--- config.mk ---
export PLATFORM = sky130hd
export DESIGN_NAME = kernel_invoke_arbiter
export DESIGN_NICKNAME = d
export VERILOG_FILES = /design/src/rtl/kernel_arb_pkg.sv /design/src/rtl/kernel_invoke_arbiter_rr_pick.sv /design/src/rtl/kernel_invoke_arbiter.sv
export SDC_FILE = /design/constraint.sdc
export NUM_CORES = 1
export LEC_CHECK = 0
export BUFFER_PORTS_ARGS = -buffer_cell sky130_fd_sc_hd__buf_4
export CAP_MARGIN = 30
export CORE_AREA = 3 3 94 96
export DETAILED_ROUTE_END_ITERATION = 16
export DIE_AREA = 0 0 97 99
export PLACE_DENSITY = 0.63
export SLEW_MARGIN = 30
export SYNTH_ARGS = -nofsm -noshare
export SYNTH_HDL_FRONTEND = slang
export SYNTH_SLANG_ARGS = --single-unit
--- constraint.sdc ---
create_clock -name clk -period 2.4 [get_ports clk]
set_input_delay 0.24 -clock clk [delete_from_list [all_inputs] [get_ports clk]]
set_output_delay 0.24 -clock clk [all_outputs]
set_load 0.005 [all_outputs]
--- src/rtl/kernel_arb_pkg.sv ---
// -----------------------------------------------------------------------------
// kernel_arb_pkg
//   Shared types and constants for the kernel invocation arbiter.
//   - arb_state_t : arbiter FSM states (IDLE -> ISSUE -> WAIT -> IDLE)
//   - *_DEF       : default parameter values used by the arbiter and picker
//   - idx_w()     : width of a requester index for a given requester count
// -----------------------------------------------------------------------------
package kernel_arb_pkg;

   typedef enum logic [1:0] {
      IDLE  = 2'd0,
      ISSUE = 2'd1,
      WAIT  = 2'd2
   } arb_state_t;

   localparam int N_REQ_DEF = 4;
   localparam int ARG_W_DEF = 10;
   localparam int RES_W_DEF = 10;
   localparam int LAT_W_DEF = 16;
   localparam int CNT_W_DEF = 16;

   // Index width for n requesters; never narrower than one bit.
   function automatic int idx_w(input int n);
      return (n > 1) ? $clog2(n) : 1;
   endfunction

endpackage

--- src/rtl/kernel_invoke_arbiter_rr_pick.sv ---
// -----------------------------------------------------------------------------
// rr_pick
//   Combinational round-robin picker. Returns the index of the first set bit
//   of req found by searching upward from rr_ptr, wrapping modulo N_REQ.
//   Ports:
//     req     in   N_REQ   request vector
//     rr_ptr  in   IDX_W   search start position
//     grant   out  IDX_W   selected index (0 when nothing requests)
//     any     out  1       at least one request present
// -----------------------------------------------------------------------------
module rr_pick
   import kernel_arb_pkg::*;
#(
   parameter int N_REQ = N_REQ_DEF,
   parameter int IDX_W = idx_w(N_REQ)
)
(
   input  logic [N_REQ-1:0] req,
   input  logic [IDX_W-1:0] rr_ptr,
   output logic [IDX_W-1:0] grant,
   output logic             any
);

   // Candidate gi is the requester gi positions past rr_ptr.
   logic [IDX_W-1:0] cand_idx [N_REQ];
   logic [N_REQ-1:0] cand_hit;

   generate
      for (genvar gi = 0; gi < N_REQ; gi++) begin : g_cand
         assign cand_idx[gi] = IDX_W'((int'(rr_ptr) + gi) % N_REQ);
         assign cand_hit[gi] = req[cand_idx[gi]];
      end
   endgenerate

   always_comb begin
      grant = '0;
      any   = |req;
      // Walk from the farthest candidate back toward rr_ptr so the nearest wins.
      for (int off = N_REQ - 1; off >= 0; off--) begin
         if (cand_hit[off]) begin
            grant = cand_idx[off];
         end
      end
   end

endmodule

--- src/rtl/kernel_invoke_arbiter.sv ---
// -----------------------------------------------------------------------------
// kernel_invoke_arbiter
//   Shares one untagged dataflow kernel among N_REQ requesters. Grants are
//   round-robin, exactly one invocation is in flight, and the kernel result is
//   routed back to the requester that issued the argument.
//   Ports:
//     clk, rst        clock, synchronous active-high reset
//     req_arg         packed requester args, slice i = requester i
//     req_valid       requester i has an arg
//     req_ready       arg i accepted (one-hot or zero)
//     res_data        kernel result, broadcast to all requesters
//     res_valid       result valid for requester i (one-hot or zero)
//     res_ready       requester i accepts the result
//     k_arg/_valid/_ready   kernel argument channel
//     k_res/_valid/_ready   kernel result channel
//     busy            arbiter not idle
//     owner           current or last grantee
//     last_latency    cycles from arg handshake to result handshake (saturating)
//     invoke_count    completed invocations (wrapping)
// -----------------------------------------------------------------------------
module kernel_invoke_arbiter
   import kernel_arb_pkg::*;
#(
   parameter  int N_REQ = N_REQ_DEF,
   parameter  int ARG_W = ARG_W_DEF,
   parameter  int RES_W = RES_W_DEF,
   parameter  int LAT_W = LAT_W_DEF,
   parameter  int CNT_W = CNT_W_DEF,
   localparam int IDX_W = idx_w(N_REQ)
)
(
   input  logic                   clk,
   input  logic                   rst,
   input  logic [N_REQ*ARG_W-1:0] req_arg,
   input  logic [N_REQ-1:0]       req_valid,
   output logic [N_REQ-1:0]       req_ready,
   output logic [RES_W-1:0]       res_data,
   output logic [N_REQ-1:0]       res_valid,
   input  logic [N_REQ-1:0]       res_ready,
   output logic [ARG_W-1:0]       k_arg,
   output logic                   k_arg_valid,
   input  logic                   k_arg_ready,
   input  logic [RES_W-1:0]       k_res,
   input  logic                   k_res_valid,
   output logic                   k_res_ready,
   output logic                   busy,
   output logic [IDX_W-1:0]       owner,
   output logic [LAT_W-1:0]       last_latency,
   output logic [CNT_W-1:0]       invoke_count
);

   arb_state_t       state_reg, state_next;
   logic [IDX_W-1:0] owner_reg, owner_next;
   logic [IDX_W-1:0] rr_ptr_reg, rr_ptr_next;
   logic [LAT_W-1:0] lat_reg, lat_next;
   logic [LAT_W-1:0] last_latency_reg, last_latency_next;
   logic [CNT_W-1:0] invoke_count_reg, invoke_count_next;

   logic [ARG_W-1:0] arg_slice [N_REQ];
   logic [IDX_W-1:0] pick_idx;
   logic             pick_any;
   logic             owner_valid;
   logic [LAT_W-1:0] lat_inc;
   logic [IDX_W-1:0] owner_plus1;

   generate
      for (genvar gi = 0; gi < N_REQ; gi++) begin : g_arg
         assign arg_slice[gi] = req_arg[gi*ARG_W +: ARG_W];
      end
   endgenerate

   rr_pick #(
      .N_REQ (N_REQ),
      .IDX_W (IDX_W)
   ) u_rr_pick (
      .req    (req_valid),
      .rr_ptr (rr_ptr_reg),
      .grant  (pick_idx),
      .any    (pick_any)
   );

   assign owner_valid = req_valid[owner_reg];
   // Saturating increment so very long stalls pin at all-ones instead of wrapping.
   assign lat_inc     = (lat_reg == {LAT_W{1'b1}}) ? lat_reg : lat_reg + LAT_W'(1);
   assign owner_plus1 = (owner_reg == IDX_W'(N_REQ - 1)) ? '0 : owner_reg + IDX_W'(1);

   always_ff @(posedge clk) begin
      if (rst) begin
         state_reg        <= IDLE;
         owner_reg        <= '0;
         rr_ptr_reg       <= '0;
         lat_reg          <= '0;
         last_latency_reg <= '0;
         invoke_count_reg <= '0;
      end else begin
         state_reg        <= state_next;
         owner_reg        <= owner_next;
         rr_ptr_reg       <= rr_ptr_next;
         lat_reg          <= lat_next;
         last_latency_reg <= last_latency_next;
         invoke_count_reg <= invoke_count_next;
      end
   end

   always_comb begin
      state_next        = state_reg;
      owner_next        = owner_reg;
      rr_ptr_next       = rr_ptr_reg;
      lat_next          = lat_reg;
      last_latency_next = last_latency_reg;
      invoke_count_next = invoke_count_reg;
      req_ready         = '0;
      res_valid         = '0;
      res_data          = '0;
      k_arg             = '0;
      k_arg_valid       = 1'b0;
      k_res_ready       = 1'b0;

      case (state_reg)
         IDLE: begin
            if (pick_any) begin
               owner_next = pick_idx;
               state_next = ISSUE;
            end
         end

         ISSUE: begin
            k_arg                = arg_slice[owner_reg];
            k_arg_valid          = owner_valid;
            req_ready[owner_reg] = k_arg_ready;
            if (owner_valid && k_arg_ready) begin
               lat_next   = '0;
               state_next = WAIT;
            end else if (!owner_valid) begin
               // Owner withdrew before the kernel took the arg: nothing was
               // issued, so the round-robin pointer stays where it was.
               state_next = IDLE;
            end
         end

         WAIT: begin
            res_data             = k_res;
            res_valid[owner_reg] = k_res_valid;
            k_res_ready          = res_ready[owner_reg];
            lat_next             = lat_inc;
            if (k_res_valid && res_ready[owner_reg]) begin
               // The handshake cycle itself counts, so a result taken N cycles
               // after the arg handshake reports N.
               last_latency_next = lat_inc;
               invoke_count_next = invoke_count_reg + CNT_W'(1);
               rr_ptr_next       = owner_plus1;
               state_next        = IDLE;
            end
         end

         default: state_next = IDLE;
      endcase
   end

   assign busy         = (state_reg != IDLE);
   assign owner        = owner_reg;
   assign last_latency = last_latency_reg;
   assign invoke_count = invoke_count_reg;

endmodule
==> results of run 1 <==
==> power groups by stage <==
stage	clock network, mW	registers, mW	logic, mW
finish	0.623	0.909	0.322
global route	0.685	0.911	0.352
CTS	0.649	0.909	0.325
detailed placement	0	0.930	0.324
global placement	0	0.930	0.318
floorplan	0	0.931	0.159
==> final cells by class <==
cell class / count / area, µm²
fill: 742 / 3830
multi-input combinational: 289 / 1940
sequential: 54 / 1080
timing repair buffer: 133 / 998
tap: 105 / 131
clock buffer: 6 / 72.6
clock inverter: 2 / 37.5
inverter: 10 / 37.5
==> layer usage <==
metal,routed length (µm),global-route usage
met4,148,0.0540
met2,4160,0.288
met5,0,0
met1,4170,0.261
met3,685,0.0347
==> placed cells by master, fill, tap and decap left out, types with 4 or more instances in the layout <==
| master | netlist | layout |
|---|---|---|
| a21oi_1 | 26 | 26 |
| and2_1 | 30 | 30 |
| and3_1 | 8 | 8 |
| and4_1 | 5 | 5 |
| buf_4 | 1 | 133 |
| clkbuf_8 | 0 | 5 |
| dfxtp_1 | 54 | 54 |
| ha_1 | 6 | 6 |
| inv_1 | 10 | 10 |
| mux4_2 | 12 | 12 |
| nand2_1 | 38 | 38 |
| nand2b_1 | 4 | 4 |
| nand3_1 | 17 | 17 |
| nand4_1 | 7 | 7 |
| nor2_1 | 30 | 30 |
| nor3_1 | 7 | 7 |
| o21ai_0 | 23 | 23 |
| or3_1 | 5 | 5 |
| xnor2_1 | 8 | 8 |
| xor2_1 | 11 | 11 |
==> worst max-delay path by stage <==
stage	startpoint	to	cells after the start
3_5_place_dp	lat_reg[0]	last_latency[11]	6
2_1_floorplan	owner[0]	last_latency[15]	7
3_3_place_gp	owner[0]	lat_reg[3]	6
4_1_cts	owner[0]	k_arg_valid	4
5_1_grt	owner[0]	k_arg_valid	4
6_report	owner[0]	k_arg_valid	4
==> per-stage QoR <==
| step | hold WS, ns | power, mW | area, µm² | instances |
|---|---|---|---|---|
| 2_1_floorplan | 0.408 | 1.09 | 3170 | 372 |
| 3_3_place_gp | 0.436 | 1.25 | 4190 | 591 |
| 3_5_place_dp | 0.444 | 1.25 | 4190 | 591 |
| 4_1_cts | 0.238 | 1.88 | 4300 | 599 |
| 5_1_grt | 0.272 | 1.95 | 4300 | 599 |
| 6_report | 0.246 | 1.85 | 4300 | 599 |
==> kinds of logic (layout without fill, tap and decap cells) <==
| group | Yosys count | count (layout) |
|---|---|---|
| simple gates | 167 | 167 |
| compound gates | 84 | 84 |
| xor+xnor | 19 | 19 |
| buf+inv | 29 | 151 |
| mux | 13 | 13 |
| fa+ha+maj | 6 | 6 |
| flops | 54 | 54 |
==> synthesized netlist by cell type, drive strengths merged (3+ instances only) <==
master	instances
dfxtp	54
nand2	38
nor2	32
and2	30
o21ai	27
a21oi	26
nand3	17
mux4	12
clkbuf	11
xor2	11
inv	10
nand4	9
and3	8
buf	8
xnor2	8
nor3	7
ha	6
and4	5
or3	5
a31oi	4
nand2b	4
a211o	3
nor2b	3
nor4	3
o211ai	3
==> worst max-delay path, cell delays in order (launching register included) <==
cell	delay (ns)
dfxtp_1	0.36
buf_4	0.30
mux4_2	0.62
and2_1	0.20
buf_4	0.14
==> summary.txt, run 1 <==
Hold Path Sink: last_latency[14]
Post-synthesis register bit count: 54
Hold Fails Final Rpt: 0
Reg-to-reg slack, setup: 0.33 ns
VDD IR max: 0.353 mV
I/O Buffers: 126
Worst Setup End Kind: output pin
Sequential fraction of the synthesis area: 0.341
Final setup margin: 0.229 ns
Setup Crit Path Kind: reg2out
Switching Fraction: 0.246
Fin util: 0.529
Largest net degree at the start of global routing: 35
Reg power frac: 0.490
Outcome: complete, no violations
Period utilization: 0.905
Period minus WS final: 2.17 ns
Ys flop type: dfxtp_1
Pint: 1.40 mW
Post-DRT Antenna Nets: 0
Startpoint Class: register
P_leak: 1.79 nW
Post-CTS Setup Inserts: 0
Synth Area in Compound Gates: 0.167
Ys Warns: 0
Final setup vio count: 0
Worst clock skew: 0.00721 ns
FF-to-FF path depth: 6
Setup TNS: 0 ns
Syn Area/Cell: 8.52 µm²
Global-route wire length before repair: 14900 µm
Total Routing Usage GR: 0.185
CTS Buf Count: 5
EDFF count, synth: 0
Synth cell types: 52
RSZ-0062 raised after global routing: no
Critical path required time: 2.16 ns
Worst Tran Pin Value: 0.645 ns
Ys async rst share: 0
Number of remaining DRC errors: 0
DR iter-0 viols: 189
Post-Synth Simple-Gate Area: 0.281
Total gr overflow: 0
PD cells: 431 nW/µm²
Synth top area cells: dfxtp_1 34%, mux4_2 8.5%, and2_1 5.9%
Switching power: 0.456 mW
Worst slew margin: 0.570
Post_cts resized: 0
Mux contribution to synthesized area: 0.0884
Largest area contributor in the netlist: dfxtp_1
DP Worst Slack: 0.382 ns
Clk_lat worst skew: 0.31 ns
Drt wl/cell: 15.3 µm
Clk pwr share: 0.336
Syn-to-layout area delta: 35.7%
Core area: 8130 µm²
Clock Pin Slew Worst Setup and Hold Paths: 0.10 ns
Worst EP arrival: 1.93 ns
Nets: 561
Largest family of logic cells by synthesized area: simple AND/OR/NAND/NOR gates
Net Count, Synth: 440
Rows: 33
Detailed Place HPWL: 6920 µm
Cell count after synthesis: 372
Die Y: 99 µm
Post-Route WL: 9170 µm
Placer Congestion: 0.870
Hold depth: 3
Synth Area in XOR/XNOR: 0.0525
Hold buffers post-CTS: 0
Worst Hold Class: in2reg
CP max FO: 17
Synth Area in Adders: 0.0237
Die footprint: 9600 µm²
R2R Path End: last_latency[11]
TritonRoute pass-1 iters: 5
TritonCTS clock tree: yes
Initial antenna violation count: 0
Clock Root Buffer: clkbuf_8
Share of cells above drive strength 1: 0.328
Comb power frac: 0.174
Cell Area, Synth: 3170 µm²
# diodes: 0
Fmax: 461 MHz
Hold Startpoint: k_res_valid
DR vias/cell: 5.44
Pins over their slew limit: 0
Worst r2r src: lat_reg[0]
Number of global-route vias before repair: 2926
Max-cap violations: 0
Die Width: 97 µm
# H-tree levels: 2
Clock Tree Buf Depth: 2
Ports: 127
Via Count: 3256
Yosys top cell area share: 0.341
Initial Util: 0.390
Clock sinks: 54
No activity file was read; power rests on OpenSTA's default activity.
==> run 2: changes to the inputs <==
--- a/config.mk
+++ b/config.mk
@@ -7,11 +7,12 @@
 export LEC_CHECK = 0
 export BUFFER_PORTS_ARGS = -buffer_cell sky130_fd_sc_hd__buf_4
 export CAP_MARGIN = 30
-export CORE_AREA = 3 3 94 96
+export CORE_AREA = 3 3 96 98
 export DETAILED_ROUTE_END_ITERATION = 16
-export DIE_AREA = 0 0 97 99
+export DIE_AREA = 0 0 99 101
 export PLACE_DENSITY = 0.63
 export SLEW_MARGIN = 30
 export SYNTH_ARGS = -nofsm -noshare
 export SYNTH_HDL_FRONTEND = slang
+export SYNTH_HIERARCHICAL = 1
 export SYNTH_SLANG_ARGS = --single-unit
==> constraint.sdc (replaced) <==
create_clock -name clk -period 2.6 [get_ports clk]
set_input_delay 0.26 -clock clk [delete_from_list [all_inputs] [get_ports clk]]
set_output_delay 0.26 -clock clk [all_outputs]
set_load 0.005 [all_outputs]
==> run 2 against run 1 <==
Net effect:
- synthesized cell count up 4.8%
- utilization fell by 0.92 points
- worst setup slack gained 0.19 ns
- wire length is 8.7% higher
- combinational power down 12%
- synthesized area grew 5.6%
==> summary.txt, run 2 <==
Outcome: complete, no violations
Hold Fails Final Rpt: 0
Clk_lat worst skew: 0.32 ns
Commonest cells post-synth: 54 x dfxtp_1, 30 x and2_1, 30 x nand2_1
DR vias/cell: 5.55
Rows: 34
Switching power: 0.430 mW
Pins over their slew limit: 0
EDFF count, synth: 0
Met1 usage: 0.256
RSZ-0062 raised after global routing: no
Fin util: 0.519
Detailed Place HPWL: 7550 µm
FILL cells: 819
Hold buffers post-CTS: 0
Cell Area, Synth: 3350 µm²
Clock Pin Slew Worst Setup and Hold Paths: 0.10 ns
PD cells: 365 nW/µm²
Nets: 568
Post-CTS Setup Inserts: 0
Syn Area/Cell: 8.59 µm²
Most frequent CP cell: buf_4
I/O Buffers: 126
Slowest cell delay on critical path: 0.57 ns
Die footprint: 10000 µm²
Critical path required time: 2.34 ns
Sequential fraction of the synthesis area: 0.323
Critical path, cell by cell: buf_4 -> mux4_2 -> and2_1 -> buf_4
Die Width: 99 µm
Met2 Usage GRT: 0.329
Switching Fraction: 0.266
Min Hold Slack: 0.250 ns
Core area: 8550 µm²
CP max FO: 14
Most frequent cells in the layout: 135 x buf_4, 54 x dfxtp_1, 30 x and2_1, 30 x nand2_1, 29 x nor2_1
Worst r2r src: lat_reg[0]
# diodes: 0
Comb power frac: 0.175
Largest net degree at the start of global routing: 46
Yosys top cell area share: 0.323
Number of global-route vias before repair: 3061
TritonCTS clock tree: yes
TritonRoute pass-1 iters: 4
Startpoint Class: register
Ys async rst share: 0
Share of cells above drive strength 1: 0.349
Drt wl/cell: 16.4 µm
Worst slew margin: 0.572
Post-synthesis register bit count: 54
Worst Setup End Kind: output pin
Die Y: 101 µm
Placer Congestion: 0.840
Clk pwr share: 0.305
Post-Route WL: 9970 µm
Reg-to-reg slack, setup: 0.45 ns
Synth top area cells: dfxtp_1 32%, mux4_2 8.1%, and2_1 5.6%
Ports: 127
Number of remaining DRC errors: 0
Reg power frac: 0.520
Crit path from: owner[0]
Clock Root Buffer: clkbuf_8
Setup Crit Path Kind: reg2out
Syn-to-layout area delta: 32.7%
Most Crowded Layer GR: met2
Max-cap violations: 0
Global-route wire length before repair: 15900 µm
Initial antenna violation count: 0
R2R Path End: lat_reg[7]
Period minus WS final: 2.18 ns
Pint: 1.19 mW
Worst Hold Class: in2reg
Initial Util: 0.392
Total gr overflow: 0
Fmax: 458 MHz
Total power: 1.62 mW
Worst clock skew: 0.0130 ns
Leading cell type in the layout, fill and taps excluded: buf_4
Met3 Usage GRT: 0.0325
CP max-delay cell: mux4_2
FF-to-FF path depth: 5
Final setup vio count: 0
Cell count after synthesis: 390
DR iter-0 viols: 124
Via Count: 3382
VDD IR max: 0.231 mV
Largest area contributor in the netlist: dfxtp_1
P_leak: 1.75 nW
Worst EP arrival: 1.92 ns
Critical path capture point: k_arg[9]
Period utilization: 0.839
Clock sinks: 54
Net Count, Synth: 458
Total Routing Usage GR: 0.194
Clock Tree Buf Depth: 2
CTS Buf Count: 5
Setup TNS: 0 ns
Synth cell types: 60
# H-tree levels: 2
Post-DRT Antenna Nets: 0
Worst Tran Pin Value: 0.636 ns
Count leader, synth: dfxtp_1
Post_cts resized: 0
Ys flop type: dfxtp_1
Ys Warns: 6
==> run 2: changes by cell type after synthesis, sizes merged, moves of 6 or more <==
cell,previous run,this run
o21ai,27,19
a311oi,0,6
a211oi,1,8
nand2,38,31
clkbuf,11,20
==> run 2: area by class of cell <==
cell class	instances	area [µm²]	share of cell area
clock buffer	5	68.8	0.0155
clock inverter	3	26.3	0.00592
inverter	8	30.0	0.00676
multi-input combinational	296	2090	0.470
sequential	54	1080	0.243
tap	108	135	0.0304
timing repair buffer	135	1010	0.228
==> run 2: worst min-delay path by stage <==
stage	start	slack (ns)	end	cells after the start
after floorplan	k_arg_ready	0.44	state_reg[0]	3
after global placement	last_latency[6]	0.45	last_latency[6]	2
after detailed placement	last_latency[6]	0.45	last_latency[6]	2
after CTS	k_res_valid	0.24	state_reg[1]	4
after global routing	k_res_valid	0.26	state_reg[1]	4
final	k_res_valid	0.25	state_reg[1]	4
==> run 2: kinds of logic after synthesis <==
group / count (synthesis) / synth area share
flip-flops: 54 / 0.323
AO/OA/AOI/OAI: 91 / 0.183
XOR/XNOR: 10 / 0.0262
buffers and inverters: 40 / 0.0546
adder cells (fa/ha/maj): 6 / 0.0224
multiplexers: 18 / 0.0987
AND/OR/NAND/NOR: 171 / 0.292
==> run 2: critical path, delay by kind of cell, from the launching register on <==
kind | cells | cell delay, ns
muxes | 1 | 0.57
and+or+nand+nor | 1 | 0.18
DFF | 1 | 0.44
buffers and inverters | 2 | 0.43
==> run 2: power by group through the flow <==
stage               Clock (mW)  Sequential, mW  Combinational, mW
floorplan                    0           0.860              0.135
global placement             0           0.861              0.282
detailed placement           0           0.861              0.286
CTS                      0.516           0.842              0.286
global route             0.548           0.844              0.308
finish                   0.495           0.842              0.283
==> run 2: per-stage QoR <==
step | instance area (µm²) | worst slack, ns | instances
2_1_floorplan | 3350 | 0.752 | 390
3_3_place_gp | 4350 | 0.622 | 601
3_5_place_dp | 4350 | 0.499 | 601
4_1_cts | 4440 | 0.396 | 609
5_1_grt | 4440 | 0.218 | 609
6_report | 4440 | 0.418 | 609
==> run 2: per-layer routing <==
layer / up-vias / share of wire
li1: 1660 / -
met1: 1590 / 0.43
met2: 122 / 0.48
met3: 10 / 0.069
met4: 0 / 0.014
met5: - / 0
